## src/rtl/bicubic_acc_pkg.sv

```systemverilog
// Shared widths and DSP accumulator mode encoding for the bicubic accumulator sequencer.
package bicubic_acc_pkg;
  localparam int DSP_OP_W  = 18;
  localparam int DSP_ACC_W = 48;

  typedef enum logic {ACC_MODE_LOAD = 1'b0, ACC_MODE_ADD = 1'b1} acc_mode_e;
endpackage

```

## src/rtl/bicubic_acc_sequencer_if.sv

```systemverilog
// Beat stream in, DSP array drive/return, and pixel stream out of the accumulator sequencer.
interface bicubic_acc_sequencer_if #(parameter int PARALLEL_CORE = 4);
  import bicubic_acc_pkg::*;

  logic                                    s_valid;
  logic                                    s_ready;
  logic                                    s_first;
  logic [PARALLEL_CORE-1:0][DSP_OP_W-1:0]  s_op0, s_op1, s_op2, s_op3;
  logic [PARALLEL_CORE-1:0]                s_cin2, s_cin3;

  logic                                    dsp_clken;
  logic                                    dsp_reset;
  acc_mode_e                               dsp_mode;
  logic [PARALLEL_CORE-1:0][DSP_OP_W-1:0]  dsp_op0, dsp_op1, dsp_op2, dsp_op3;
  logic [PARALLEL_CORE-1:0]                dsp_cin2, dsp_cin3;
  logic [PARALLEL_CORE-1:0][DSP_ACC_W-1:0] dsp_result;

  logic                                    m_valid;
  logic                                    m_ready;
  logic [PARALLEL_CORE-1:0][DSP_ACC_W-1:0] m_data;

  // master: the sequencer; slave: beat source, DSP array and pixel sink.
  modport master (
    input  s_valid, s_first, s_op0, s_op1, s_op2, s_op3, s_cin2, s_cin3,
    input  dsp_result, m_ready,
    output s_ready, dsp_clken, dsp_reset, dsp_mode,
    output dsp_op0, dsp_op1, dsp_op2, dsp_op3, dsp_cin2, dsp_cin3,
    output m_valid, m_data
  );
  modport slave (
    output s_valid, s_first, s_op0, s_op1, s_op2, s_op3, s_cin2, s_cin3,
    output dsp_result, m_ready,
    input  s_ready, dsp_clken, dsp_reset, dsp_mode,
    input  dsp_op0, dsp_op1, dsp_op2, dsp_op3, dsp_cin2, dsp_cin3,
    input  m_valid, m_data
  );
endinterface

```

## src/rtl/bicubic_acc_tag_pipe.sv

```systemverilog
// Group-done flag shifter matching the DSP latency; advances with the DSP clock enable.
module bicubic_acc_tag_pipe #(
  parameter int STAGES = 3
) (
  input  logic clk,
  input  logic aresetn,
  input  logic clr,
  input  logic en,
  input  logic tag_in,
  output logic tag_out,
  output logic busy
);
  logic [STAGES:1] vld_pipe;

  always_ff @(posedge clk or negedge aresetn) begin
    if (!aresetn) begin
      vld_pipe <= '0;
    end else if (clr) begin
      vld_pipe <= '0;
    end else if (en) begin
      vld_pipe[1] <= tag_in;
      for (int i = 2; i <= STAGES; i++) vld_pipe[i] <= vld_pipe[i-1];
    end
  end

  assign tag_out = vld_pipe[STAGES];
  assign busy    = |vld_pipe;
endmodule

```

## src/rtl/bicubic_acc_sequencer.sv

```systemverilog
// Groups 4-operand beats into pixels on the DSP accumulator array and returns each
// finished per-lane sum on a backpressured output register.
module bicubic_acc_sequencer
  import bicubic_acc_pkg::*;
#(
  parameter int PARALLEL_CORE   = 4,
  parameter int BEATS_PER_PIXEL = 4,
  parameter int DSP_LATENCY     = 3
) (
  input  logic                    clk,
  input  logic                    aresetn,
  input  logic                    flush,
  bicubic_acc_sequencer_if.master bus,
  output logic                    busy,
  output logic                    err_sync
);
  localparam int               CNT_W  = $clog2(BEATS_PER_PIXEL + 1);
  localparam logic [CNT_W-1:0] LAST_K = CNT_W'(BEATS_PER_PIXEL - 1);

  logic [CNT_W-1:0] beat_cnt, beat_k;
  logic             stall, accept, restart, is_last;
  logic             dsp_rst_q, tag_out, tags_busy, m_valid_q;
  logic [PARALLEL_CORE-1:0][DSP_ACC_W-1:0] m_data_q;

  // Freezing the whole DSP array on backpressure keeps results aligned with their tags.
  assign stall   = m_valid_q & ~bus.m_ready;
  assign accept  = bus.s_valid & bus.s_ready;
  // s_first resyncs: a marked beat always loads, abandoning any partial group.
  assign beat_k  = bus.s_first ? '0 : beat_cnt;
  assign restart = accept & bus.s_first & (beat_cnt != '0);
  assign is_last = accept & (beat_k == LAST_K);

  assign bus.dsp_clken = ~stall;
  assign bus.s_ready   = ~stall & ~dsp_rst_q & ~flush;
  assign bus.dsp_reset = dsp_rst_q;
  assign bus.m_valid   = m_valid_q;
  assign bus.m_data    = m_data_q;
  assign busy          = (beat_cnt != '0) | tags_busy | m_valid_q;

  // Bubbles feed zeros in ADD mode so the accumulators hold their value.
  always_comb begin
    bus.dsp_op0  = '0;
    bus.dsp_op1  = '0;
    bus.dsp_op2  = '0;
    bus.dsp_op3  = '0;
    bus.dsp_cin2 = '0;
    bus.dsp_cin3 = '0;
    bus.dsp_mode = dsp_rst_q ? ACC_MODE_LOAD : ACC_MODE_ADD;
    if (accept) begin
      bus.dsp_op0  = bus.s_op0;
      bus.dsp_op1  = bus.s_op1;
      bus.dsp_op2  = bus.s_op2;
      bus.dsp_op3  = bus.s_op3;
      bus.dsp_cin2 = bus.s_cin2;
      bus.dsp_cin3 = bus.s_cin3;
      bus.dsp_mode = (beat_k == '0) ? ACC_MODE_LOAD : ACC_MODE_ADD;
    end
  end

  always_ff @(posedge clk or negedge aresetn) begin
    if (!aresetn) begin
      beat_cnt  <= '0;
      err_sync  <= 1'b0;
      dsp_rst_q <= 1'b1;
    end else begin
      dsp_rst_q <= flush;
      if (flush) begin
        beat_cnt <= '0;
        err_sync <= 1'b0;
      end else begin
        if (accept) beat_cnt <= is_last ? '0 : beat_k + 1'b1;
        if (restart) err_sync <= 1'b1;
      end
    end
  end

  bicubic_acc_tag_pipe #(.STAGES(DSP_LATENCY)) u_tag_pipe (
    .clk     (clk),
    .aresetn (aresetn),
    .clr     (flush),
    .en      (bus.dsp_clken),
    .tag_in  (is_last),
    .tag_out (tag_out),
    .busy    (tags_busy)
  );

  // A tag exiting in the same cycle the sink takes the current pixel reloads the register.
  always_ff @(posedge clk or negedge aresetn) begin
    if (!aresetn) begin
      m_valid_q <= 1'b0;
      m_data_q  <= '0;
    end else if (flush) begin
      m_valid_q <= 1'b0;
    end else if (tag_out & bus.dsp_clken) begin
      m_valid_q <= 1'b1;
      m_data_q  <= bus.dsp_result;
    end else if (bus.m_ready) begin
      m_valid_q <= 1'b0;
    end
  end
endmodule

```

## src/flat_wrapper.sv

```systemverilog
// flat-port wrapper written by rule: the top's interface ports become plain ports
module bicubic_acc_sequencer_flat import bicubic_acc_pkg::*;
#(
  parameter int PARALLEL_CORE   = 4,
  parameter int BEATS_PER_PIXEL = 4,
  parameter int DSP_LATENCY     = 3
)
  (clk, aresetn, flush, busy, err_sync, bus_s_valid, bus_s_first, bus_s_op0, bus_s_op1, bus_s_op2, bus_s_op3, bus_s_cin2, bus_s_cin3, bus_dsp_result, bus_m_ready, bus_s_ready, bus_dsp_clken, bus_dsp_reset, bus_dsp_mode, bus_dsp_op0, bus_dsp_op1, bus_dsp_op2, bus_dsp_op3, bus_dsp_cin2, bus_dsp_cin3, bus_m_valid, bus_m_data);
  bicubic_acc_sequencer_if #(.PARALLEL_CORE(PARALLEL_CORE)) bus_i ();
  input  logic clk;
  input  logic aresetn;
  input  logic flush;
  output logic busy;
  output logic err_sync;
  input wire logic [$bits(bus_i.s_valid)-1:0] bus_s_valid;
  input wire logic [$bits(bus_i.s_first)-1:0] bus_s_first;
  input wire logic [$bits(bus_i.s_op0)-1:0] bus_s_op0;
  input wire logic [$bits(bus_i.s_op1)-1:0] bus_s_op1;
  input wire logic [$bits(bus_i.s_op2)-1:0] bus_s_op2;
  input wire logic [$bits(bus_i.s_op3)-1:0] bus_s_op3;
  input wire logic [$bits(bus_i.s_cin2)-1:0] bus_s_cin2;
  input wire logic [$bits(bus_i.s_cin3)-1:0] bus_s_cin3;
  input wire logic [$bits(bus_i.dsp_result)-1:0] bus_dsp_result;
  input wire logic [$bits(bus_i.m_ready)-1:0] bus_m_ready;
  output wire logic [$bits(bus_i.s_ready)-1:0] bus_s_ready;
  output wire logic [$bits(bus_i.dsp_clken)-1:0] bus_dsp_clken;
  output wire logic [$bits(bus_i.dsp_reset)-1:0] bus_dsp_reset;
  output wire logic [$bits(bus_i.dsp_mode)-1:0] bus_dsp_mode;
  output wire logic [$bits(bus_i.dsp_op0)-1:0] bus_dsp_op0;
  output wire logic [$bits(bus_i.dsp_op1)-1:0] bus_dsp_op1;
  output wire logic [$bits(bus_i.dsp_op2)-1:0] bus_dsp_op2;
  output wire logic [$bits(bus_i.dsp_op3)-1:0] bus_dsp_op3;
  output wire logic [$bits(bus_i.dsp_cin2)-1:0] bus_dsp_cin2;
  output wire logic [$bits(bus_i.dsp_cin3)-1:0] bus_dsp_cin3;
  output wire logic [$bits(bus_i.m_valid)-1:0] bus_m_valid;
  output wire logic [$bits(bus_i.m_data)-1:0] bus_m_data;
  assign bus_i.s_valid = bus_s_valid;
  assign bus_i.s_first = bus_s_first;
  assign bus_i.s_op0 = bus_s_op0;
  assign bus_i.s_op1 = bus_s_op1;
  assign bus_i.s_op2 = bus_s_op2;
  assign bus_i.s_op3 = bus_s_op3;
  assign bus_i.s_cin2 = bus_s_cin2;
  assign bus_i.s_cin3 = bus_s_cin3;
  assign bus_i.dsp_result = bus_dsp_result;
  assign bus_i.m_ready = bus_m_ready;
  assign bus_s_ready = bus_i.s_ready;
  assign bus_dsp_clken = bus_i.dsp_clken;
  assign bus_dsp_reset = bus_i.dsp_reset;
  assign bus_dsp_mode = bus_i.dsp_mode;
  assign bus_dsp_op0 = bus_i.dsp_op0;
  assign bus_dsp_op1 = bus_i.dsp_op1;
  assign bus_dsp_op2 = bus_i.dsp_op2;
  assign bus_dsp_op3 = bus_i.dsp_op3;
  assign bus_dsp_cin2 = bus_i.dsp_cin2;
  assign bus_dsp_cin3 = bus_i.dsp_cin3;
  assign bus_m_valid = bus_i.m_valid;
  assign bus_m_data = bus_i.m_data;
  bicubic_acc_sequencer #(.PARALLEL_CORE(PARALLEL_CORE), .BEATS_PER_PIXEL(BEATS_PER_PIXEL), .DSP_LATENCY(DSP_LATENCY)) u_core (.clk(clk), .aresetn(aresetn), .flush(flush), .bus(bus_i), .busy(busy), .err_sync(err_sync));
endmodule
```

## config.mk

```make
export PLATFORM = sky130hd
export DESIGN_NAME = bicubic_acc_sequencer_flat
export DESIGN_NICKNAME = d
export VERILOG_FILES = /design/src/rtl/bicubic_acc_pkg.sv /design/src/rtl/bicubic_acc_sequencer_if.sv /design/src/rtl/bicubic_acc_tag_pipe.sv /design/src/rtl/bicubic_acc_sequencer.sv /design/src/flat_wrapper.sv
export SDC_FILE = /design/constraint.sdc
export NUM_CORES = 1
export LEC_CHECK = 0
export CAP_MARGIN = 20
export CORE_AREA = 5 5 385 387
export DETAILED_ROUTE_END_ITERATION = 10
export DIE_AREA = 0 0 390 392
export PLACE_DENSITY = 0.32
export SETUP_SLACK_MARGIN = 0.5
export SLEW_MARGIN = 25
export SYNTH_ARGS = -nofsm -noshare
export SYNTH_HDL_FRONTEND = slang
export SYNTH_SLANG_ARGS = --single-unit
```

## constraint.sdc

```tcl
create_clock -name clk -period 2.4 [get_ports clk]
set_input_delay 0.72 -clock clk [delete_from_list [all_inputs] [get_ports clk]]
set_output_delay 0.72 -clock clk [all_outputs]
set_load 0.005 [all_outputs]
```

==> impl.org, run 1 <==
** Global routing
- Antenna violations before repair :: 77
- Global route total overflow :: 0
- Total GRT Usage :: between 10% and 20%
- Wire length of the first global-routing pass :: 132,000 µm
- The via count of the first global-routing pass came to roughly 13,000.
- Entering global routing, the biggest net connects 44 pins.

** Clocking
- Post-CTS Hold Buffers :: 0
- After clock tree synthesis, the clock-pin slew on the worst setup and hold paths is 0.07 ns.
- The clock drives roughly 200 sinks.
- TritonCTS clock tree :: done
- Number of clock buffers inserted by TritonCTS :: 29
- The later pin in the worst-skew pair is clocked with a latency of ~0.58 ns.
- The clock passes through at most 3 buffers.
- CTS built an H-tree with a depth of 1.
- CTS placed an instance of clkbuf_16 at the clock tree root.

** Final layout
- Combined area of the multi-input logic cells :: ~5700 µm²
- Register area :: between 5000 and 6000 µm²
- Commonest non-fill, non-tap cell in the layout :: clkdlybuf4s50_1
- In the final design database the tool counted about 2,400 nets.
- Number of fill cells in the layout :: roughly 16,000
- Fraction of final layout cells sized beyond drive strength 1 :: approximately 59%
- Layout Area Growth over Synthesis :: 158%
- Commonest cells after routing, fill and taps aside :: clkdlybuf4s50_1 (553), buf_6 (307), and2_4 (287)
- The finished cells cover approximately 27,000 µm².

** Worst setup path
- STA classifies the critical path startpoint as a flop.
- Depth of the most critical reg-to-reg path :: 8
- Required time worst endpoint :: 1.68 ns
- CP arrival :: 2.48 ns
- The worst setup path is captured at an output pin.
- Critical Path Fanout Max :: 5
- The setup path with the least slack is of type reg2out.

** Drt
- Remaining DRCs :: 0
- The routed design has between 100,000 and 150,000 µm of wire.
- In the routed layout, each cell is associated on average with a via count of approximately 2.9.
- Final ANT Viol Nets :: 0
- The routed layout has 11,200 vias.
- The first routing iteration left a little over 300 violations.
- Dividing the detail-routed wire length by the instance count gives approximately 27 µm.
- First drt pass iteration count :: 4

** STA
- Unrepaired setup endpoints after global routing :: true
- At the pin with the least slew margin, the transition time is 0.489 ns.
- The hold violation count in the final report was 0.
- On the final layout, the worst hold slack is approximately 0.069 ns.
- The worst path uses 133% of the clock period.
- On the final layout, the worst clock skew is approximately 0.026 ns.
- Worst rel slew slack :: between 60% and 70%
- Counting I/O delays and the setup requirement, the final critical path takes between 3 and 4 ns.
- The number of pins exceeding their max-slew limit in the final report is 0.
- Setup violations remaining at the end of the flow were counted as roughly 300.
- Across all setup checks in the final design, the least slack found is -0.798 ns.
- Achievable frequency :: roughly 310 MHz

** Logic synthesis
- Count of cell types in the netlist :: 31
- Number of storage elements in the synthesis netlist :: approximately 200
- Synthesis produced about 780 cells.
- Flip-flop cell with the highest count after synthesis :: dfrtp_1
- Yosys top cell area share :: between 40% and 50%
- Post-synth EDFFs :: 0
- Area leader, netlist :: dfrtp_1
- Async S/R FF share, synth :: 100%
- The synthesized netlist occupies a cell area of approximately 10,000 µm².
- Number of warning messages in the yosys log :: 0
- For this run, the register share of the synthesized area comes to approximately half.
- The number of nets handed over by synthesis was approximately 1,300.
- Mapped Avg Cell Area :: roughly 13 µm²
- Ranked by total cell area, the synthesized netlist is headed by dfrtp_1 (48%), mux2_4 (26%), and2_1 (18%), buf_8 (1.6%), mux2_2 (1.4%).

** Outcome
- The final reports fail on setup timing.
- Result of the run :: complete, but fails checks

** Floorplanning
- Die outline height :: approximately 390 µm
- Number of core rows :: between 100 and 150
- The die is between 300 and 400 µm wide.
- After floorplanning, the core was sized to cover 145,000 µm².
- Pin placement for this block handled 989 I/O pins.
- Initial cell density of the core :: just over 7%
- Area of the die :: ~150,000 µm²

** Run
- Max cap viols :: 0

** Power
- Total power of the final layout :: approximately 9.6 mW
- Dividing total power by cell area gives a power density of about 360 nW/µm².
- For this design the static power due to leakage is around 12 nW.
- Peak supply drop :: 0.502 mV

** Place
- Total half-perimeter wirelength after legalization and detailed placement :: just under 90,000 µm
- Count of buffers from port buffering :: 988
- The placed instances occupy a cell area of between 20,000 and 25,000 µm².
- OpenSTA, run right after detailed placement, puts the worst setup slack at -1.30 ns.
- Routability congestion estimate :: approximately 0.90

** Worst hold path
- The path class of the tightest hold or removal check is in2async.
cells by family (layout without fill, tap and decap cells):
| group | Yosys count | count (layout) | share of synthesized area [%] |
|---|---|---|---|
| compound gates | 7 | 7 | 0.470 |
| fa+ha+maj | 2 | 2 | 0.241 |
| buf+inv | 61 | 1243 | 4.25 |
| flops | 201 | 201 | 48.4 |
| mux | 194 | 194 | 27.5 |
| other cells | 0 | 16 | 0 |
| simple gates | 318 | 318 | 19.1 |
synthesized netlist by cell type, drive strengths merged (2+ instances only):
cell	number
nor3	2
nand2b	4
and2	296
buf	27
a21oi	3
inv	4
clkbuf	30
nor2	3
nor2b	3
ha	2
nand2	6
mux2	193
dfrtp	200
layout make-up:
class / instances / area share [%]
Multi-Input combinational cell: 521 / 21.2
Clock inverter: 3 / 0.0701
Inverter: 4 / 0.0654
Timing Repair Buffer: 1189 / 47.7
Antenna cell: 16 / 0.149
Sequential cell: 201 / 18.8
Tap cell: 1917 / 8.95
Clock buffer: 47 / 3.07
repair_timing:
item                       in CTS  in global routing
gates resized for setup      1079                782
buffers inserted               50                 61
cloned                         19                  5
setup endpoints to repair     685                683
pin swaps                      37                 72
hold endpoints to repair        0                  0
stage by stage:
step / setup TNS [ns] / instances / util [%]
4_1_cts: -218.67 / 3816 / 17.6
6_report: -184.81 / 3898 / 18.5
3_3_place_gp: -415.51 / 3697 / 16.4
2_1_floorplan: 0 / 783 / -
5_1_grt: -215.15 / 3892 / 18.5
3_5_place_dp: -416.51 / 3697 / 16.4
power breakdown:
group	internal [mW]	total, mW	switching (mW)
logic	1.44	2.20	0.762
clock network	2.30	3.96	1.65
registers	3.40	3.40	0.00435
registers in the layout, indices dropped and copies added, names as in the netlist:
| register | flops |
|---|---|
| u_core.bus.dsp_reset | 1 |
| u_core.bus.m_valid | 1 |
| u_core.u_tag_pipe.vld_pipe | 3 |
| u_core.bus.m_data | 192 |
| u_core.beat_cnt | 3 |
| u_core.err_sync | 1 |
worst max-delay path, stage by stage, from the launching register on:
cell      delay (ns)
dfstp_2         0.56
nand2b_4        0.14
nor3_4          0.04
buf_12          0.14
buf_16          0.15
buf_8           0.13
buf_6           0.11
buf_6           0.12
buf_16          0.13
buf_12          0.12
and2_4          0.15
buf_6           0.11
path summary, 6_finish.rpt:
path                                                         start                                 end  slack, ns
worst max-delay path                u_core.bus.dsp_reset$_DFF_PN1_                      bus_dsp_op2[5]      -0.80
min in group clk                u_core.bus.m_data[187]$_DFFE_PN0P_  u_core.bus.m_data[187]$_DFFE_PN0P_       0.51
worst min register to register  u_core.bus.m_data[187]$_DFFE_PN0P_  u_core.bus.m_data[187]$_DFFE_PN0P_       0.51
worst min-delay path                                       aresetn  u_core.bus.m_data[147]$_DFFE_PN0P_       0.07
max in group asynchronous                                  aresetn      u_core.bus.dsp_reset$_DFF_PN1_       1.57
worst max register to register      u_core.bus.m_valid$_DFFE_PN0P_  u_core.bus.m_data[156]$_DFFE_PN0P_       0.24
routing by layer:
layer | wire length, µm | track usage, % | up-vias
li1 | - | - | 4910
met3 | 10600 | 5.61 | 187
met1 | 34900 | 12.5 | 5368
met4 | 4810 | 5.57 | 36
met2 | 55000 | 23.8 | 720
met5 | 227 | 0 | -
Power figures use the tool's default switching activity.
==> run 2, diff against run 1 <==
- CORE_AREA: 5 5 385 387 -> 5 5 383 385
- DIE_AREA: 0 0 390 392 -> 0 0 388 390
- SYNTH_HIERARCHICAL: unset -> 1
==> run 2 against run 1 <==
The flow still finishes with violations (setup timing). Sequential share of layout area shrank 0.18 points. Setup slack worse by 0.20 ns. Critical path type is now in2out. Core utilization is 0.42 points higher. Final area increased by 1.0%. Critical path depth increased by 2. Hold slack got worse by 0.013 ns. Area after synthesis decreased by 6.4%. Largest power group unchanged. Via count down 2.1%. Synthesized cell count shrank 0.64%.
==> impl.org, run 2 <==
** Power
- The reported net switching power came to 2.46 mW (+1.5%).
- The internal power of the cells was 7.68 mW (+7.5%).
- The cell area power density was 374 nW/µm² (+4.9%).
- Switching Share :: 24.3% (-1.1 points)
- Share of power burned in combinational logic :: 20.6% (-2.4 points)
- Share of power burned in the clock network :: 45.9% (+4.5 points)
- The sequential cell fraction of total power came to 33.6% (-2.0 points).
- Total power of the final layout :: 10.1 mW (+6.0%)
- Leakage power :: 12.1 nW (about the same)
- Peak supply drop :: 0.535 mV (+6.7%)

** Worst setup path
- The worst register-to-register path begins at u_core/bus.m_valid$_DFFE_PN0P_.
- The length in cells of the worst reg-to-reg path came to 10 (+2).
- The largest driver fanout on the critical path is 7 (+2).
- Walking the worst path, the cells encountered are clkdlybuf4s15_1, and2b_4, nor4b_4, buf_6, buf_12, buf_6, buf_12, buf_16, buf_8, buf_8, buf_4, and2_4, buf_4.
- On the critical path, the stage with the largest delay is an instance of nor4b_4.
- Required time worst endpoint :: 1.68 ns (about the same)
- The count of buffering cells on the critical path with inverters included was 10 (+2).
- The maximum cell stage delay along the critical path came to 0.32 ns (-0.24 ns).
- The worst setup path is captured at an output pin.
- The critical path arrival was 2.68 ns (+0.20 ns).
- Setup CP Type :: in2out
- The cell family contributing the most delay on the critical path is buffers and inverters.
- The worst setup path is launched from an input port.
- The endpoint identified for the worst register-to-register timing path is u_core/bus.m_data[64]$_DFFE_PN0P_.
- Worst setup slack for register-to-register paths :: 0.03 ns (-0.21 ns)

** STA
- Setup repair after global routing could not meet its margin everywhere.
- The total of endpoints with negative setup slack in the final report was 300 (+0.33%).
- The peak clock frequency supported by timing was 294 MHz (-5.9%).
- Clock tree skew after final layout :: 0.0478 ns (+0.0216 ns)
- Fin worst setup slack :: -0.998 ns (-0.200 ns)
- The final critical path time including I/O delays and setup is 3.40 ns (+0.200 ns).
- Count of pins over their slew limit :: 0 (unchanged)
- The actual slew at the worst max-slew pin is 0.447 ns (-0.0425 ns).
- Final count of hold timing violations :: 0 (unchanged)
- Share of the clock period used by the worst path after layout :: 142% (+8.3 points)
- Worst rel slew slack :: 70.2% (+2.8 points)

** Floorplanning
- The I/O pin count is 989 (unchanged).
- The full die area was 151,000 µm² (-1.0%).
- The standard cell core area was 143,000 µm² (-1.2%).
- Number of core rows :: 139 (-0.71%)
- Initial cell density of the core :: 6.81% (-0.38 points)
- The die outline height came to 390 µm (-0.51%).
- The horizontal die dimension is 388 µm (-0.51%).

** Global routing
- Global route total overflow :: 0 (unchanged)
- Largest net degree at the start of global routing :: 45 (+2.3%)
- The number of antenna violations at the first check in global routing came to 49 (-36%).
- The met1 track demand over resource in global routing came to 13.7% (+1.2 points).
- The global router's overall resource usage is 11.1% (-1.8 points).
- M3 GR Usage :: 5.05% (-0.56 points)
- Met2 usage :: 18.0% (-5.7 points)
- The global-route wire length before repair is 116,000 µm (-12%).
- In this run the most used layer during global routing was met2.
- The via count of the first global-routing pass was 11,800 (-6.3%).

** Logic synthesis
- The fraction of registers with async set/reset was 100% (unchanged).
- The total of warnings raised by yosys is 6 (+6).
- The sequential fraction of the synthesis area came to 51.7% (+3.3 points).
- Sorting the synthesized cells by how often they occur yields and2_1 (296), dfrtp_1 (200), mux2_2 (157).
- The mean area per synthesized cell came to 12.5 µm² (-5.8%).
- Yosys top cell area share :: 51.5% (+3.3 points)
- Among all cell types in the netlist, the one instantiated most often is and2_1.
- The biggest area contributor in the post-synthesis netlist is dfrtp_1.
- Number of storage elements in the synthesis netlist :: 201 (unchanged)
- Flip-flop cell with the highest count after synthesis :: dfrtp_1
- Post-synthesis instance total :: 778 (-0.64%)
- The synthesized netlist net count was 1,274 (-0.39%).
- The synthesized area was 9720 µm² (-6.4%).
- The number of distinct standard cells referenced by the synthesized netlist came to 25 (-19%).
- Dominant cells by area after synthesis :: dfrtp_1 (51%), and2_1 (19%), mux2_2 (18%), mux2_1 (4.3%), buf_6 (2.7%)
- Post-synth EDFFs :: 0 (unchanged)

** Place
- The post-place setup slack came to -1.48 ns (-0.186 ns).
- The count of placed standard cells including taps was 3,676 (-0.57%).
- Count of buffers from port buffering :: 988 (unchanged)
- Total half-perimeter wirelength after legalization and detailed placement :: 74,200 µm (-17%)
- The final estimated routing congestion in global placement is 0.892 (-0.56%).
- The cell area after placement came to 22,700 µm² (-3.9%).

** Final layout
- The final non-filler cell total came to 3,931 (+0.85%).
- Final net count :: 2,476 (+1.4%)
- Number of flip-flops under the largest register name :: 192 (unchanged)
- The area growth from synthesis to layout is 178%.
- Commonest non-fill, non-tap cell in the layout :: clkdlybuf4s50_1
- Fraction of final layout cells sized beyond drive strength 1 :: 52.8% (-5.7 points)
- Post-route cell area :: 27,100 µm² (+1.0%)
- Commonest cells after routing, fill and taps aside :: clkdlybuf4s50_1 (635), buf_6 (360), and2_4 (256)

** Drt
- Routed length per instance :: 23.3 µm (-14%)
- The total number of vias came to 11,000 (-2.1%).
- The first-pass iteration count of the detailed router is 5 (+1).
- The DRC marker count from the first detailed-route iteration came to 374 (+23%).
- Remaining DRCs :: 0 (unchanged)
- The average via count per standard cell was 2.79 (-2.9%).
- The residual antenna-violating net count after detailed routing is 0 (unchanged).
- The total wire length came to 91,700 µm (-13%).

** Clocking
- Clock root buffer :: clkbuf_16
- The clock edge transition at the registers on the reported setup and hold paths is 0.06 ns (about the same).
- Number of clock buffers inserted by TritonCTS :: 30 (+3.4%)
- The maximum buffer depth of the clock tree is 3 (unchanged).
- The source-to-sink clock delay at the later pin of the worst-skew pair came to 0.61 ns (+0.03 ns).
- The number of clock sinks seen by CTS came to 201 (unchanged).
- TritonCTS built the clock tree.
- H-tree levels :: 1 (unchanged)

** Outcome
- Failing checks :: setup timing
- Result of the run :: complete, but fails checks

** Worst hold path
- The tightest min-delay check is of the in2async type.

** Run
- Max cap viols :: 0 (unchanged)
## run 2: cell types whose count changed in the layout (fill, tap and decap cells not counted), sizes merged, moves of 3 or more
cell           before  now
a21oi               3    0
clkbuf            171   77
diode              16   24
clkdlybuf4s50     553  635
buf               499  546
nor2                3    6
dlymetal6s2s       10    4
nand2               6    1
bufinv              0    3
mux2i               1    4
clkinv              3    8
## run 2: how the worst max path moves through the flow
stage / startpoint / to / slack, ns / cells after the start
6_report: bus_m_ready / bus_dsp_op3[39] / -1.0 / 13
5_1_grt: u_core/bus.m_valid$_DFFE_PN0P_ / bus_dsp_op3[67] / -1.09 / 12
4_1_cts: u_core/bus.m_valid$_DFFE_PN0P_ / bus_dsp_op2[55] / -1.13 / 9
3_5_place_dp: bus_m_ready / bus_dsp_op0[6] / -1.48 / 8
3_3_place_gp: bus_m_ready / bus_dsp_op0[6] / -1.50 / 8
2_1_floorplan: bus_m_ready / bus_dsp_cin2[0] / -0.04 / 5
## run 2: area by class of cell
cell class	instances	area, µm²
flip-flops and latches	201	5040
diodes	24	60.1
clock buffers	43	880
multi-input cells	519	5300
clock inverters	13	175
repair buffers	1224	13200
well taps	1903	2380
inverters	4	17.5
fillers	15700	116000
## run 2: metal layers
layer  vias up  wire length (µm)
met5         -               195
met4        34              1740
li1       4999                 -
met2       568             42800
met1      5282             36800
met3       100             10100
## run 2: worst register-to-register path: stages, from the launching register on
cell and delay (ns):
dfrtp_1 0.37, and2b_4 0.17, buf_4 0.13, buf_6 0.10
buf_6 0.10, buf_4 0.13, buf_4 0.14, nor3b_4 0.21
buf_12 0.21, buf_12 0.33, mux2_2 0.40
## run 2: logic make-up after synthesis
| logic type | after synthesis | synth area share (%) |
|---|---|---|
| flip-flops | 201 | 51.7 |
| AND/OR/NAND/NOR | 316 | 20.5 |
| multiplexers | 198 | 22.9 |
| buffers and inverters | 58 | 4.40 |
| AO/OA/AOI/OAI | 3 | 0.245 |
| adder cells (fa/ha/maj) | 2 | 0.257 |
## run 2: stage by stage
step                setup TNS (ns)  util (%)  hold WS (ns)
finish                     -238.41      19.0        0.0564
global route               -269.91      18.9        0.0274
CTS                        -251.20      17.8       0.00578
detailed placement         -467.35      15.9         0.476
global placement           -469.94      15.9         0.471
floorplan                   -10.02         -         0.424
## run 2: power by group through the flow
stage / sequential, mW / clock [mW] / combinational (mW)
2_1_floorplan: 3.46 / 0 / 0.190
3_3_place_gp: 3.46 / 0 / 1.60
3_5_place_dp: 3.46 / 0 / 1.59
4_1_cts: 3.40 / 4.91 / 1.87
5_1_grt: 3.40 / 5.02 / 2.19
6_report: 3.40 / 4.65 / 2.08
## run 2: timing repair
action                                   CTS  global route
resized for setup                       1540           509
endpoints found under the setup margin   691           689
setup buffers                             89            60
hold buffers                               0             0
pin swaps                                 44            92
gates cloned                              18             8
